### src/rtl/fifo_pkg.sv
// Shared constants, pointer-width helper and status bundle for the FIFO and its checkers.
package fifo_pkg;

  localparam int FIFO_DEPTH_DEF  = 16;
  localparam int FIFO_DWIDTH_DEF = 8;

  // Pointer width: address bits plus one wrap bit.
  function automatic int clog2p1(input int depth);
    return $clog2(depth) + 1;
  endfunction

  typedef struct packed {
    logic full;
    logic empty;
    logic almost_full;
    logic almost_empty;
    logic over_flow;
    logic under_flow;
  } fifo_status_t;

endpackage

### src/rtl/fifo_mem.sv
// Simple dual-port register array: one synchronous write port and one registered read port.
module fifo_mem #(
  parameter int DWIDTH = 8,
  parameter int DEPTH  = 16,
  parameter int AW     = $clog2(DEPTH)
) (
  input  logic              clk,
  input  logic              rst_n,
  input  logic              we,
  input  logic [AW-1:0]     waddr,
  input  logic [DWIDTH-1:0] wdata,
  input  logic              re,
  input  logic [AW-1:0]     raddr,
  output logic [DWIDTH-1:0] rdata
);

  logic [DWIDTH-1:0] mem [DEPTH];

  // Storage is deliberately not reset.
  always_ff @(posedge clk) begin
    if (we) begin
      mem[waddr] <= wdata;
    end
  end

  // A same-address write on this edge is not visible here: the old word is popped.
  always_ff @(posedge clk or negedge rst_n) begin
    if (!rst_n) begin
      rdata <= '0;
    end else if (re) begin
      rdata <= mem[raddr];
    end
  end

endmodule

### src/rtl/fifo_core.sv
// Single-clock FIFO with active-low strobes, occupancy count, almost thresholds and sticky error flags.
module fifo_core
  import fifo_pkg::*;
#(
  parameter int DWIDTH   = FIFO_DWIDTH_DEF,
  parameter int DEPTH    = FIFO_DEPTH_DEF,
  parameter int AF_LEVEL = 14,
  parameter int AE_LEVEL = 2
) (
  input  logic                     clk,
  input  logic                     rst_n,
  input  logic                     wr_n,
  input  logic                     rd_n,
  input  logic [DWIDTH-1:0]        din,
  input  logic                     err_clr,
  output logic [DWIDTH-1:0]        dout,
  output logic                     dout_valid,
  output logic                     full,
  output logic                     empty,
  output logic                     almost_full,
  output logic                     almost_empty,
  output logic [$clog2(DEPTH):0]   count,
  output logic                     over_flow,
  output logic                     under_flow
);

  localparam int PW = clog2p1(DEPTH);
  localparam int AW = PW - 1;
  localparam logic [PW-1:0] AF_THR = PW'(AF_LEVEL);
  localparam logic [PW-1:0] AE_THR = PW'(AE_LEVEL);
  localparam logic [PW-1:0] ONE    = PW'(1);

  logic [PW-1:0] wr_ptr;
  logic [PW-1:0] rd_ptr;
  logic [PW-1:0] cnt;
  logic          ovf;
  logic          unf;
  logic          rd_acc;
  logic          wr_acc;
  logic          ovf_set;
  logic          unf_set;
  fifo_status_t  status;

  assign status.full         = (wr_ptr[AW-1:0] == rd_ptr[AW-1:0]) && (wr_ptr[AW] != rd_ptr[AW]);
  assign status.empty        = (wr_ptr == rd_ptr);
  assign status.almost_full  = (cnt >= AF_THR);
  assign status.almost_empty = (cnt <= AE_THR);
  assign status.over_flow    = ovf;
  assign status.under_flow   = unf;

  // A pop frees a slot on the same edge, so a full FIFO still takes a write when read.
  assign rd_acc  = !rd_n && !status.empty;
  assign wr_acc  = !wr_n && (!status.full || rd_acc);
  assign ovf_set = !wr_n && status.full && !rd_acc;
  assign unf_set = !rd_n && status.empty;

  always_ff @(posedge clk or negedge rst_n) begin
    if (!rst_n) begin
      wr_ptr     <= '0;
      rd_ptr     <= '0;
      cnt        <= '0;
      dout_valid <= 1'b0;
      ovf        <= 1'b0;
      unf        <= 1'b0;
    end else begin
      if (wr_acc) begin
        wr_ptr <= wr_ptr + ONE;
      end
      if (rd_acc) begin
        rd_ptr <= rd_ptr + ONE;
      end
      case ({wr_acc, rd_acc})
        2'b10:   cnt <= cnt + ONE;
        2'b01:   cnt <= cnt - ONE;
        default: cnt <= cnt;
      endcase
      dout_valid <= rd_acc;
      // A new error on the clearing cycle takes priority over the clear.
      if (ovf_set) begin
        ovf <= 1'b1;
      end else if (err_clr) begin
        ovf <= 1'b0;
      end
      if (unf_set) begin
        unf <= 1'b1;
      end else if (err_clr) begin
        unf <= 1'b0;
      end
    end
  end

  fifo_mem #(
    .DWIDTH (DWIDTH),
    .DEPTH  (DEPTH),
    .AW     (AW)
  ) u_mem (
    .clk   (clk),
    .rst_n (rst_n),
    .we    (wr_acc),
    .waddr (wr_ptr[AW-1:0]),
    .wdata (din),
    .re    (rd_acc),
    .raddr (rd_ptr[AW-1:0]),
    .rdata (dout)
  );

  assign count        = cnt;
  assign full         = status.full;
  assign empty        = status.empty;
  assign almost_full  = status.almost_full;
  assign almost_empty = status.almost_empty;
  assign over_flow    = status.over_flow;
  assign under_flow   = status.under_flow;

endmodule

### config.mk
export PLATFORM = sky130hd
export DESIGN_NAME = fifo_core
export DESIGN_NICKNAME = d
export VERILOG_FILES = /design/src/rtl/fifo_pkg.sv /design/src/rtl/fifo_mem.sv /design/src/rtl/fifo_core.sv
export SDC_FILE = /design/constraint.sdc
export NUM_CORES = 1
export LEC_CHECK = 0
export CELL_PAD_IN_SITES_DETAIL_PLACEMENT = 0
export CELL_PAD_IN_SITES_GLOBAL_PLACEMENT = 1
export CORE_ASPECT_RATIO = 0.8
export CORE_MARGIN = 2
export CORE_UTILIZATION = 35
export CTS_CLUSTER_SIZE = 40
export DETAILED_ROUTE_END_ITERATION = 16
export MAX_ROUTING_LAYER = met4
export PLACE_DENSITY = 0.69
export SLEW_MARGIN = 0
export SYNTH_ARGS = -nofsm -noshare
export SYNTH_HDL_FRONTEND = slang
export SYNTH_SLANG_ARGS = --single-unit
### constraint.sdc
create_clock -name clk -period 5.91 [get_ports clk]
set_clock_uncertainty 0.15 [all_clocks]
set_input_delay 0.591 -clock clk [delete_from_list [all_inputs] [get_ports clk]]
set_output_delay 0.591 -clock clk [all_outputs]
set_load 0.05 [all_outputs]
# Word-level counts from Yosys, hierarchy flattened
# Memory sizes are Yosys's and may differ from the RTL's. A register that Yosys moved wholly into a read port is not among the register bits.
# Cells that the tools add are included.
# totals
reg_bits	18
ramBits	128
input_bits	13
out_inout_bits	20
word_cells	40
n_memories	1
# mem_list
memory	words	width	rd	rd_clocked_by_memory_dff	write_ports	line	source
u_mem.mem	16	8	1	1	1	fifo_mem.sv:17	logic [DWIDTH-1:0] mem [DEPTH];
# op_classes
addsub	4
n_lt_le_gt_ge	2
eq_ne	5
muxes	6
n_reduce_logical	16
# op_table
op	n
$add 5x1->5 const B	3
$pmux 5 s2	1
$logic_and 1x1->1	6
$logic_not 1->1	6
$reduce_bool 2->1	3
$eq 5x5->1	1
$ge 5x4->1 const B	1
$le 5x2->1 const B	1
$mux 1	5
$sub 5x1->5 const B	1
$eq 4x4->1	1
$eq 2x1->1 const B	1
$eq 2x2->1 const B	1
$logic_or 1x1->1	1
$ne 1x1->1	1

# Depth between registers and ports, before layout
# logic_depth
word_depth	7
depth_mapped	9

# Hierarchy
# From an unflattened synthesis, not the netlist that was laid out.
# hier_totals
cells_unflattened	320
area_unflattened_um2	6307.3
# by_module_without_submodules
mod	instances	cells_per_inst	area_per_inst_um2	seq_area_each_um2
fifo_mem	1	240	5331.4	4043.9
fifo_core	1	80	975.9	450.4

# Worst setup path before layout
# OpenSTA, ideal clock, no wires.
# synth_path
path_kind	reg2out
start	register cnt[1], in the netlist count[1]
end	output almost_empty
arrival_time_ps	3170
t_required_ps	5169
slack_ps	1999
path_stages_with_launch	2
path_buffers	0
cell_sequence	dfrtp_1 -> a2111oi_0
# synth_between
elab_chain_len	1
# synth_lines
item	line	source
start, declared	fifo_core.sv:35	logic [PW-1:0] cnt;
start signal, assigned	fifo_core.sv:73	2'b10: cnt <= cnt + ONE;
start signal, assigned	fifo_core.sv:74	2'b01: cnt <= cnt - ONE;
start signal, assigned	fifo_core.sv:75	default: cnt <= cnt;
$le 5x2->1	fifo_core.sv:47	assign status.almost_empty = (cnt <= AE_THR);
end, declared	fifo_core.sv:21	output logic almost_empty,
# No other way between the ends.

# Worst setup path in the final report
# layout_path
start	register rd_ptr[1]
end	output full
# layout_between
elab_chain_len	2
# layout_lines
item	line	source
start, declared	fifo_core.sv:34	logic [PW-1:0] rd_ptr;
start signal, assigned	fifo_core.sv:70	rd_ptr <= rd_ptr + ONE;
$eq 4x4->1	fifo_core.sv:44	assign status.full = (wr_ptr[AW-1:0] == rd_ptr[AW-1:0]) && (wr_ptr[AW] != rd_ptr[AW]);
$logic_and 1x1->1	fifo_core.sv:44	
end, declared	fifo_core.sv:18	output logic full,
# No other way between the ends.

==> results by group <==
Worst setup path
  • Max stage delay on crit path: 0.99 ns
  • Worst setup path class: reg2out
  • Slowest library cell on the worst path: dfrtp_2
  • Worst EP arrival: 3.18 ns
  • Crit-path cells: xor2_1, nor4_4, nand2_1, inv_1, clkdlybuf4s50_1
  • CP required: 5.17 ns
  • Nature of the critical path endpoint: output pin
  • Startpoint types: flip-flop
  • Crit-path max FO: 30

Timing
  • Final count of pins violating max slew: 0
  • Setup TNS: 0 ns
  • Final period util: 0.663
  • Worst slew pin tran: 1.10 ns
  • Setup-violating endpoint count in the final report: 0
  • F_max: 0.255 GHz
  • Final hold violations: 0
  • RSZ-0062 raised after global routing: no
  • Relative slew slack: 0.258
  • Period minus WS final: 3.92 ns

Die
  • CORE AREA: 0.0175 mm2
  • I/O pin count: 33
  • Die height: 124 um
  • Initial Util: 0.361
  • Placement Rows: 43
  • Full die area: 0.0191 mm2
  • Die W: 154 um

Route
  • Routed len/inst: 20.2 um
  • Vias: 3168
  • Detailed Route Iter0 Violations: 305
  • DRT Pass-1 Iters: 4
  • Number of remaining DRC errors: 0
  • WL final: 12700 um
  • Routed Antenna Nets: 0
  • Avg Vias per Cell: 5.02

Yosys
  • Synth top area cells: edfxtp_1 61%, dfrtp_1 10%, mux4_2 8.6%
  • Leading area contributor after synthesis: edfxtp_1
  • Mapped Cells: 358
  • Ys Warns: 0
  • Synth top area share: 0.609
  • Register bit total from synthesis: 154
  • Syn Nets: 380
  • Synth cell types: 31
  • Post-synthesis sequential area ratio: 0.713
  • Synthesized area: 0.00631 mm2
  • Syn avg cell area: 17.6 um2

Power
  • Leakage: 2.50 nW
  • P_sw: 1.35 mW
  • Net Sw Frac: 0.351
  • Pwr Density: 523 mW/mm2
  • Comb pwr share: 0.334
  • Clock share of power: 0.259
  • Internal: 2.51 mW
  • Worst VDD drop: 0.223 mV
  • Register share of total power: 0.407

Placed design
  • HPWL Detailed: 8140 um
  • Number of buffers added on ports: 32
  • Placer Congestion: 0.750
  • Post-DP Area: 0.00683 mm2

Global route
  • GRT Resource Usage Total: 0.146
  • Initial antenna violation count: 0
  • Grt total ovfl: 0
  • First-pass GRT wire length: 19400 um
  • Vias in the first global route: 3208
  • Largest net degree at the start of global routing: 53

Clocking
  • Clock buffers created by TritonCTS: 17
  • Root Driver: clkbuf_16
  • Post-CTS setup repair buffer count: 0
  • Cts hold-fix bufs: 0
  • CTS tree: done
  • CTS sink cnt: 154
  • Post-CTS sizing: 0
  • Clock Path Buffers: 2
  • H-tree depth: 4
  • Clock Pin Slew Worst Setup and Hold Paths: 0.06 ns
  • Clk_lat worst skew: 0.42 ns

Job
  • Max Cap Violations: 0

Final layout
  • Layout cell share with drive strength beyond 1: 0.177
  • Layout area overhead: 17.0%
  • # diodes: 0
  • Nets: 415
  • Final Cell Area: 0.00738 mm2
  • FILL cells: 1530

Status
  • Outcome: complete, no violations

Worst hold path
  • Worst Hold Class: reg2reg
-- synthesized netlist by cell type (all sizes together) --
cell type / number
or2: 1
mux2: 12
a21o: 2
nand4: 2
o22ai: 2
clkbuf: 7
inv: 7
nand2b: 6
a211oi: 8
and4: 2
mux4: 24
mux2i: 10
a21oi: 20
ha: 8
dfrtp: 26
a2111oi: 9
nor2: 20
nand2: 9
xor2: 10
xnor2: 8
edfxtp: 128
nor3: 4
nor2b: 16
fa: 1
a31o: 1
nor4: 1
buf: 12
a31oi: 1
o21ai: 1
-- routing by layer --
metal	wire length, um	vias to the layer above	GRT usage
met3	898	8	0.0421
met4	106	0	0.0461
met1	5910	1612	0.200
met5	0	-	-
li1	-	1459	-
met2	5810	89	0.212
-- worst max-delay path: cells and delay by family, from the launching register on --
family                    cells  cell delay, ns
and+or+nand+nor               2            0.63
DFF                           1            0.99
xor gates and xnor gates      1            0.22
buffers and inverters         2            0.88
-- logic make-up after synthesis --
logic type               after synthesis  share of synthesized area
AND/OR/NAND/NOR                       61                     0.0514
multiplexers                          46                      0.125
adder cells (fa/ha/maj)                9                     0.0190
flip-flops                           154                      0.713
AO/OA/AOI/OAI                         44                     0.0464
XOR/XNOR                              18                     0.0250
buffers and inverters                 26                     0.0208
-- cells in the final DEF (no fill, tap or decap), types with 9 or more instances in the layout --
cell type	instances
a21oi_1	20
edfxtp_1	128
nand2_1	9
clkbuf_16	18
a2111oi_0	9
mux2i_1	10
mux4_2	24
mux2_2	9
xor2_1	10
dfrtp_1	24
clkdlybuf4s50_1	32
nor2_1	20
nor2b_1	16
-- layout make-up --
cell class	instances	area (um2)	area share
Clock buffer	26	510	0.0692
Inverter	7	26.3	0.00356
Sequential cell	154	4500	0.609
Tap cell	225	282	0.0381
Timing Repair Buffer	35	343	0.0464
Multi-Input combinational cell	178	1690	0.229
Clock inverter	6	36.3	0.00492
-- power by group through the flow --
stage                     sequential, mW  combinational [mW]  clock [mW]
after floorplan                     1.63               0.874           0
after global placement              1.59                1.28           0
after detailed placement            1.60                1.29           0
after CTS                           1.58                1.30        1.02
after global routing                1.61                1.38        1.06
final                               1.57                1.29       0.999
-- final timing paths --
path	startpoint	end	slack, ns	depth (start not counted)
min in group asynchronous	rst_n	count[0]	0.40	2
min reg2reg	u_mem.rdata[2]	u_mem.rdata[2]	0.37	2
max	rd_ptr[1]	full	1.99	5
min	u_mem.rdata[2]	u_mem.rdata[2]	0.37	2
max reg2reg	rd_ptr[1]	u_mem.mem[3][3]	2.38	5
max in group asynchronous	rst_n	rd_ptr[1]	4.93	2
-- metrics by stage --
step	hold WS [ns]	util	power, mW	std cells	worst slack [ns]
2_1_floorplan	0.145	-	2.50	358	2.00
5_1_grt	0.396	0.422	4.04	631	1.73
4_1_cts	0.385	0.422	3.90	631	1.88
6_report	0.374	0.422	3.86	631	1.99
3_3_place_gp	0.354	0.391	2.87	599	2.17
3_5_place_dp	0.372	0.391	2.90	599	2.08
-- flip-flops by register name (all words and copies together), names as in the netlist --
name	flops
over_flow	1
u_mem.mem	128
wr_ptr	5
under_flow	1
u_mem.rdata	8
rd_ptr	5
dout_valid	1
count	5
No activity file was read; power rests on OpenSTA's default activity.
